==> config.mk <==
export PLATFORM = sky130hd
export DESIGN_NAME = fetch_sender
export DESIGN_NICKNAME = d
export VERILOG_FILES = /design/src/rtl/fetch_sender_pkg.sv /design/src/rtl/fetch_fifo.sv /design/src/rtl/fetch_sender.sv
export SDC_FILE = /design/constraint.sdc
export NUM_CORES = 1
export LEC_CHECK = 0
export ABC_AREA = 1
export BUFFER_PORTS_ARGS = -buffer_cell sky130_fd_sc_hd__buf_2
export CORE_MARGIN = 3
export CORE_UTILIZATION = 64
export CTS_BUF_LIST = sky130_fd_sc_hd__clkbuf_4 sky130_fd_sc_hd__clkbuf_8
export CTS_CLUSTER_DIAMETER = 100
export CTS_CLUSTER_SIZE = 30
export DETAILED_ROUTE_END_ITERATION = 8
export GPL_ROUTABILITY_DRIVEN = 0
export PLACE_DENSITY = 0.95
export SLEW_MARGIN = 20
export SYNTH_ARGS = -nofsm -noshare
export SYNTH_HDL_FRONTEND = slang
export SYNTH_SLANG_ARGS = --single-unit
==> constraint.sdc <==
create_clock -name clk -period 7.6 [get_ports clk]
set_input_delay 2.28 -clock clk [delete_from_list [all_inputs] [get_ports clk]]
set_output_delay 2.28 -clock clk [all_outputs]
set_load 0.03 [all_outputs]
==> src/rtl/fetch_sender_pkg.sv <==
`default_nettype none
// ============================================================================
// fetch_sender_pkg: shared constants and TX state encoding for fetch_sender
// Revision 1.0
// ============================================================================
package fetch_sender_pkg;

  localparam int          WORD_W = 32;
  localparam logic [31:0] PC_INC = 32'd4;

  typedef enum logic [1:0] {
    ST_IDLE     = 2'd0,
    ST_SETUP    = 2'd1,
    ST_WAIT_ACK = 2'd2
  } txState_t;

endpackage
`default_nettype wire

==> src/rtl/fetch_fifo.sv <==
`default_nettype none
// ============================================================================
// fetch_fifo: DEPTH x WORD_W synchronous FIFO with occupancy count and flush
// Revision 1.0
// ============================================================================
module fetch_fifo
  import fetch_sender_pkg::*;
#(
  parameter int DEPTH = 4
) (
  input  logic                     clk,
  input  logic                     rst_n,
  input  logic                     flush,
  input  logic                     push,
  input  logic                     pop,
  input  logic [WORD_W-1:0]        wrData,
  output logic [WORD_W-1:0]        rdData,
  output logic [$clog2(DEPTH):0]   count,
  output logic                     empty
);

  localparam int               PTR_W  = $clog2(DEPTH);
  localparam int               CNT_W  = PTR_W + 1;
  localparam logic [CNT_W-1:0] C_FULL = CNT_W'(DEPTH);

  logic [WORD_W-1:0] rMem [DEPTH];
  logic [PTR_W-1:0]  rWrPtr;
  logic [PTR_W-1:0]  rRdPtr;
  logic [CNT_W-1:0]  rCount;
  logic              wDoPop;
  logic              wFull;

  assign empty  = (rCount == '0);
  assign wFull  = (rCount == C_FULL);
  assign wDoPop = pop & ~empty;
  assign count  = rCount;
  assign rdData = rMem[rRdPtr];

  // Storage carries no reset; only pointers and count define validity.
  always_ff @(posedge clk) begin
    if (push) begin
      rMem[rWrPtr] <= wrData;
    end
  end

  always_ff @(posedge clk or negedge rst_n) begin
    if (!rst_n) begin
      rWrPtr <= '0;
      rRdPtr <= '0;
      rCount <= '0;
    end else if (flush) begin
      rWrPtr <= '0;
      rRdPtr <= '0;
      rCount <= '0;
    end else begin
      if (push) begin
        rWrPtr <= rWrPtr + PTR_W'(1);
      end
      if (wDoPop) begin
        rRdPtr <= rRdPtr + PTR_W'(1);
      end
      case ({push, wDoPop})
        2'b10:   rCount <= rCount + CNT_W'(1);
        2'b01:   rCount <= rCount - CNT_W'(1);
        default: rCount <= rCount;
      endcase
    end
  end

  a_noOverflow: assert property (@(posedge clk) disable iff (!rst_n)
    !(push && wFull && !wDoPop));

endmodule
`default_nettype wire

==> src/rtl/fetch_sender.sv <==
`default_nettype none
// ============================================================================
// fetch_sender: fetches words from instruction memory into a FIFO and sends
//               them downstream over a two-phase toggle handshake
// Revision 1.0
// ============================================================================
module fetch_sender
  import fetch_sender_pkg::*;
#(
  parameter int          DEPTH       = 4,
  parameter logic [31:0] RESET_PC    = 32'h0000_0000,
  parameter int          SYNC_STAGES = 2
) (
  input  logic              clk,
  input  logic              rst_n,
  input  logic              enable,
  input  logic              branchValid,
  input  logic [WORD_W-1:0] branchTarget,
  output logic              imemReq,
  output logic [WORD_W-1:0] imemAddr,
  input  logic [WORD_W-1:0] imemData,
  input  logic              imemValid,
  output logic              readyOut,
  output logic [WORD_W-1:0] dataOut,
  output logic              triggerOut,
  input  logic              ackIn
);

  localparam int               CNT_W   = $clog2(DEPTH) + 1;
  localparam logic [CNT_W-1:0] C_DEPTH = CNT_W'(DEPTH);
  localparam int               ARM_N   = SYNC_STAGES + 1;
  localparam int               ARM_W   = $clog2(ARM_N + 1);
  localparam logic [ARM_W-1:0] C_ARM   = ARM_W'(ARM_N);

  logic [WORD_W-1:0]      rPc;
  logic                   rOutstanding;
  logic                   rStale;
  logic                   rStarted;
  logic                   wIssue;
  logic                   wPush;
  logic                   wPop;
  logic                   wEmpty;
  logic [CNT_W-1:0]       wCount;
  logic [WORD_W-1:0]      wHead;

  logic [SYNC_STAGES-1:0] rSync;
  logic                   rSyncPrev;
  logic [ARM_W-1:0]       rArmCnt;
  logic                   wSyncOut;
  logic                   wAckEdge;

  txState_t               rState;
  txState_t               wStateNext;
  logic                   wReadyNext;
  logic                   wTrigNext;
  logic [WORD_W-1:0]      wDataNext;

  // Credit check counts the in-flight word so a return can never overflow.
  assign wIssue   = rStarted & enable & ~branchValid & ~rOutstanding &
                    ((wCount + CNT_W'(rOutstanding)) < C_DEPTH);
  assign imemReq  = wIssue;
  assign imemAddr = wIssue ? rPc : '0;
  assign wPush    = imemValid & ~rStale & ~branchValid;

  always_ff @(posedge clk or negedge rst_n) begin
    if (!rst_n) begin
      rPc          <= RESET_PC;
      rOutstanding <= 1'b0;
      rStale       <= 1'b0;
      rStarted     <= 1'b0;
    end else begin
      rStarted <= 1'b1;
      if (branchValid) begin
        rPc <= branchTarget & ~32'd3;
      end else if (wIssue) begin
        rPc <= rPc + PC_INC;
      end
      if (wIssue) begin
        rOutstanding <= 1'b1;
      end else if (imemValid) begin
        rOutstanding <= 1'b0;
      end
      if (imemValid) begin
        rStale <= 1'b0;
      end else if (branchValid && rOutstanding) begin
        rStale <= 1'b1;
      end
    end
  end

  fetch_fifo #(
    .DEPTH (DEPTH)
  ) u_fifo (
    .clk    (clk),
    .rst_n  (rst_n),
    .flush  (branchValid),
    .push   (wPush),
    .pop    (wPop),
    .wrData (imemData),
    .rdData (wHead),
    .count  (wCount),
    .empty  (wEmpty)
  );

  // Edges are suppressed until the chain holds only post-reset samples of ackIn.
  assign wSyncOut = rSync[SYNC_STAGES-1];
  assign wAckEdge = (rArmCnt == C_ARM) & (wSyncOut ^ rSyncPrev);

  always_ff @(posedge clk or negedge rst_n) begin
    if (!rst_n) begin
      rSync     <= '0;
      rSyncPrev <= 1'b0;
      rArmCnt   <= '0;
    end else begin
      rSync     <= (rSync << 1) | SYNC_STAGES'(ackIn);
      rSyncPrev <= wSyncOut;
      if (rArmCnt != C_ARM) begin
        rArmCnt <= rArmCnt + ARM_W'(1);
      end
    end
  end

  always_ff @(posedge clk or negedge rst_n) begin
    if (!rst_n) begin
      rState     <= ST_IDLE;
      readyOut   <= 1'b0;
      dataOut    <= '0;
      triggerOut <= 1'b0;
    end else begin
      rState     <= wStateNext;
      readyOut   <= wReadyNext;
      dataOut    <= wDataNext;
      triggerOut <= wTrigNext;
    end
  end

  always_comb begin
    wStateNext = rState;
    wReadyNext = readyOut;
    wDataNext  = dataOut;
    wTrigNext  = triggerOut;
    wPop       = 1'b0;
    case (rState)
      ST_IDLE: begin
        if (!wEmpty && !branchValid) begin
          wPop       = 1'b1;
          wDataNext  = wHead;
          wReadyNext = 1'b1;
          wStateNext = ST_SETUP;
        end
      end
      ST_SETUP: begin
        // A redirect before the trigger edge withdraws the word entirely.
        if (branchValid) begin
          wReadyNext = 1'b0;
          wStateNext = ST_IDLE;
        end else begin
          wTrigNext  = ~triggerOut;
          wStateNext = ST_WAIT_ACK;
        end
      end
      ST_WAIT_ACK: begin
        if (wAckEdge) begin
          wReadyNext = 1'b0;
          wStateNext = ST_IDLE;
        end
      end
      default: begin
        wStateNext = ST_IDLE;
      end
    endcase
  end

  a_ackOnlyInWait: assert property (@(posedge clk) disable iff (!rst_n)
    wAckEdge |-> (rState == ST_WAIT_ACK));

endmodule
`default_nettype wire

# Word-level counts from Yosys, hierarchy flattened
# Memory sizes are Yosys's and may differ from the RTL's. A register that Yosys moved wholly into a read port is not among the register bits.
# Cells that the tools add are included.
# op_classes
n_reduce_logical	18
muxes	25
n_eq_ne	9
n_lt_le_gt_ge	1
bitwise	15
add_sub_neg	7
# op_table
operator	count
$mux 32	3
$add 32x3->32 const B	1
$mux 2	7
$mux 1	11
$reduce_bool 2->1	5
$and 1x1->1	8
$ne 2x2->1 const B	4
$add 2x1->2 const B	3
$eq 2x2->1 const B	3
$pmux 2 s3	1
$pmux 3 s2	1
$reduce_and 2->1	3
$reduce_bool 3->1	2
$not 1->1	5
$eq 2x1->1 const B	2
$reduce_and 4->1	1
$add 3x1->3	1
$add 3x1->3 const B	1
$logic_not 1->1	3
$logic_not 3->1	1
$lt 3x3->1 const B	1
$mux 3	1
$pmux 1 s3	1
$sub 3x1->3 const B	1
other kinds (4)	5
# totals
inputBits	70
out_inout_bits	67
n_memories	1
ram_bits	128
wordCells	89
ff_bits	51
# mem_list
memory	words	word_bits	rd	rd_clocked_by_memory_dff	wr	line_no	source
u_fifo.rMem	4	32	1	1	1	fetch_fifo.sv:26	logic [WORD_W-1:0] rMem [DEPTH];

# Depth between registers and ports, before layout
# depth
ltp_word	9
depth_mapped	10

# By module
# A second synthesis with hierarchy kept.
# hier_totals
hier_cells	992
area_unflattened_um2	9476.6
# by_module_without_submodules
module	cells_each	area_each_um2	n_inst
fetch_fifo	373	5217.5	1
fetch_sender	619	4259.1	1

# Worst setup path before layout
# No wires, ideal clock.
# synth_timing
path_kind	input port to output port
from	input branchValid
to	output imemAddr[10]
arrival_time_ns	3.433
cell_stages	8
n_path_buf	3
setup_slack_ns	1.887
cell_sequence	buf_6 inv_6 nand2_8 nor2_8 inv_4 buf_6 buf_6 nor2_1
# synth_via
elab_chain_len	5
# synth_rtl
item	line_no	source
start, declared	fetch_sender.sv:17	input logic branchValid,
$not 1->1 (no line)	-	
$and 1x1->1 (3 in a row)	fetch_sender.sv:59	assign wIssue = rStarted & enable & ~branchValid & ~rOutstanding &
$mux 32	fetch_sender.sv:62	assign imemAddr = wIssue ? rPc : '0;
end, declared	fetch_sender.sv:20	output logic [WORD_W-1:0] imemAddr,
# No other way between the ends.

# Worst setup path in the final report
# layout_timing
from	input branchValid
to	output imemAddr[21]
# The elaborated chain is that of the path after synthesis.

==> out/metrics.cfg <==
[power_and_ir_drop]
p_int_mw=1.79
power_frac_comb=0.314
clockPowerShare=0.174
ir_drop_mv=0.269
p_switching_mw=1.07
pwr-share-seq=0.512
powerDensity_mw_per_mm2=277
p_sw_frac=0.374
power.total_mw=2.86
power.leakage_nw=4.45

[critical_path]
timing.rr.end=u_fifo.rRdPtr[1]$_DFFE_PN0P_
crit_type=primary input to output pin
crit-reg2reg-launch=rState[0]$_DFFE_PN0P_
path_buf_inv=4
path_cells=buf_2 -> inv_6 -> nand2_8 -> nor2_8 -> inv_4 -> nor2_1 -> buf_2
r2r_slack_ps=4710
crit_path_end=imemAddr[21]
crit_required_ps=5320
cpLargestDelayFamily=buffers and inverters
cp_slowest_stage_delay_ps=350
cp-startpoint=branchValid
reg2regPathDepth=8
critPathCaptureType=output pin
arrival_ps=3950
cpMaxStageDelayCell=nor2_8
cp_common_cell=buf_2
worstSetupPathDepth=7
path_max_fanout=37
worst_setup_path_start_kind=primary input

[final_layout]
multi_input_area_mm2=0.00305
seq_area_mm2=0.00587
fillers=972
layout.nets=1117
area_delta_synth_final_pct=10.2
final_cells=1219
postLayoutCoreUtil=0.733
insertedDiodeCount=0
drive_gt1_frac=0.172

[timing]
timing.setup.tns_ps=0
fmax_mhz=160
fin_skew_ps=37.7
worst_slew_pin_slew_ps=1070
slew_violations=0
period_needed_ps=6230
max_slew_margin=0.285
whs_ps=373
hold_viol=0
setup_violations=0
rsz0062_at_grt=false
fin_crit_sh=0.820

[logic_synthesis]
synth_area_leaders=edfxtp_1, dfrtp_1, nand2_1, nor2_1, mux2i_1
synth-main-ff-cell=edfxtp_1
syn_inst=922
synth_area_mm2=0.00938
synth_seq_cells=209
synth.distinct_cells=40
synth_seq_area_share=0.626
synth_top_area_frac=0.410
synth_largest_area_cell=edfxtp_1
async_reset_ff_frac=0.388
syn_area_per_cell_um2=10.2
yosysWarnings=0
synth-edff-count=128

[die]
start_util=0.665
die_x_um=127
rows=43
core_area_mm2=0.0141
die_area_mm2=0.0161
die_y_um=127
io_pins=137

[grt]
grt_max_degree=67
overflow=0
antenna_found_initial=3
grt_use_total=0.251
grt_pass1_vias=6716
grt_pass1_wl_um=32700

[clock_network]
tritoncts=built
clk_pin_slew_ps=150
htreeDepth=1
cts_resized=0
hold_buffers=0
numClockSinks=209
cts_made_buffers=11
clock-root-buffer=clkbuf_8
cts_buffer_depth=3
worstSkewPairLatency_ps=510
cts_setup_buffers=0

[route]
vias=6900
ant_nets=0
first_pass_iters=5
via_per_inst=5.66
drtIter0Drc=608
wl_per_cell_um=16.6
drt-total-wl_um=20200
drt_drc_violations_left=0

[min_path]
hp-class=flip-flop to flip-flop

[placement]
dp_hpwl_um=13300
portBuffers=132
dpl.cell_count=1202

[outcome]
outcome=finished, final reports clean

[job]
maxCapViolCount=0

## flip-flops by register name, indices dropped and copies added (netlist names), 2 cells and up
signal         flops
dataOut           32
rArmCnt            2
rPc               30
rState             2
rSync              2
u_fifo.count       3
u_fifo.rMem      128
u_fifo.rRdPtr      2
u_fifo.rWrPtr      2
## power by group through the flow
stage	Sequential [mW]	Combinational [mW]	Clock [mW]
global placement	1.48	0.864	0
floorplan	1.62	0.502	0
finish	1.46	0.898	0.498
CTS	1.46	0.905	0.504
global route	1.48	0.991	0.549
detailed placement	1.48	0.903	0
## metal layers
| metal | vias to the layer above | part of all wire | global-route usage |
|---|---|---|---|
| met4 | 6 | 0.021 | 0.0650 |
| met2 | 316 | 0.50 | 0.435 |
| met1 | 3257 | 0.39 | 0.332 |
| met5 | - | 0.0015 | 0 |
| met3 | 40 | 0.082 | 0.0435 |
| li1 | 3281 | - | - |
## worst min path at each step
stage                                   from            endpoint  slack (ps)  cells past startpoint
after floorplan           rSync[0]$_DFF_PN0_  rSync[1]$_DFF_PN0_         330                      0
after global placement    rSync[0]$_DFF_PN0_  rSync[1]$_DFF_PN0_         330                      0
after detailed placement  rSync[0]$_DFF_PN0_  rSync[1]$_DFF_PN0_         340                      0
after CTS                 rSync[0]$_DFF_PN0_  rSync[1]$_DFF_PN0_         380                      0
after global routing      rSync[0]$_DFF_PN0_  rSync[1]$_DFF_PN0_         380                      0
final                     rSync[0]$_DFF_PN0_  rSync[1]$_DFF_PN0_         370                      0
## placed cells by master (no fill, tap or decap), types with 8 or more instances in the layout
| cell | count |
|---|---|
| dfrtp_1 | 79 |
| nand4_1 | 9 |
| o21ai_0 | 51 |
| nor2_1 | 105 |
| o22ai_1 | 32 |
| inv_1 | 69 |
| clkbuf_8 | 11 |
| edfxtp_1 | 128 |
| nand2_1 | 272 |
| o211ai_1 | 8 |
| buf_2 | 131 |
| mux2i_1 | 32 |
| ha_1 | 11 |
| nand3_1 | 27 |
## cells in the mapped netlist, types with 5 or more instances
cell	n
o21ai_1	5
inv_1	69
edfxtp_1	128
buf_2	11
nand3_1	27
nand2_1	272
clkbuf_1	14
o21ai_0	51
nand3b_1	6
o211ai_1	8
ha_1	11
buf_4	5
nand4_1	9
buf_6	5
nor2_1	109
mux2i_1	32
dfrtp_1	81
nor2_2	5
xor2_1	7
o22ai_1	32
## metrics by stage
step / area [µm²] / worst slack, ps
5_1_grt: 10300 / 1220
3_5_place_dp: 10100 / 1380
6_report: 10300 / 1370
2_1_floorplan: 9380 / 1890
3_3_place_gp: 10100 / 1420
4_1_cts: 10300 / 1390
## cells by family (layout without fill, tap and decap cells)
family          count (synthesis)  count (layout)  share of synthesized area
compound gates                102             102                     0.0614
xor+xnor                       10              10                    0.00934
fa+ha+maj                      12              12                     0.0168
buf+inv                       110             226                     0.0523
flops                         209             209                      0.626
mux                            33              33                     0.0354
other cells                     2               3                   0.000801
simple gates                  444             444                      0.198
## area by class of cell
class	instances	area share
Sequential cell	209	0.568
Tap cell	180	0.0218
Multi-Input combinational cell	604	0.295
Inverter	74	0.0276
Clock inverter	3	0.00351
Clock buffer	14	0.0168
Timing Repair Buffer	135	0.0664
(Power assumes the default switching activity.)
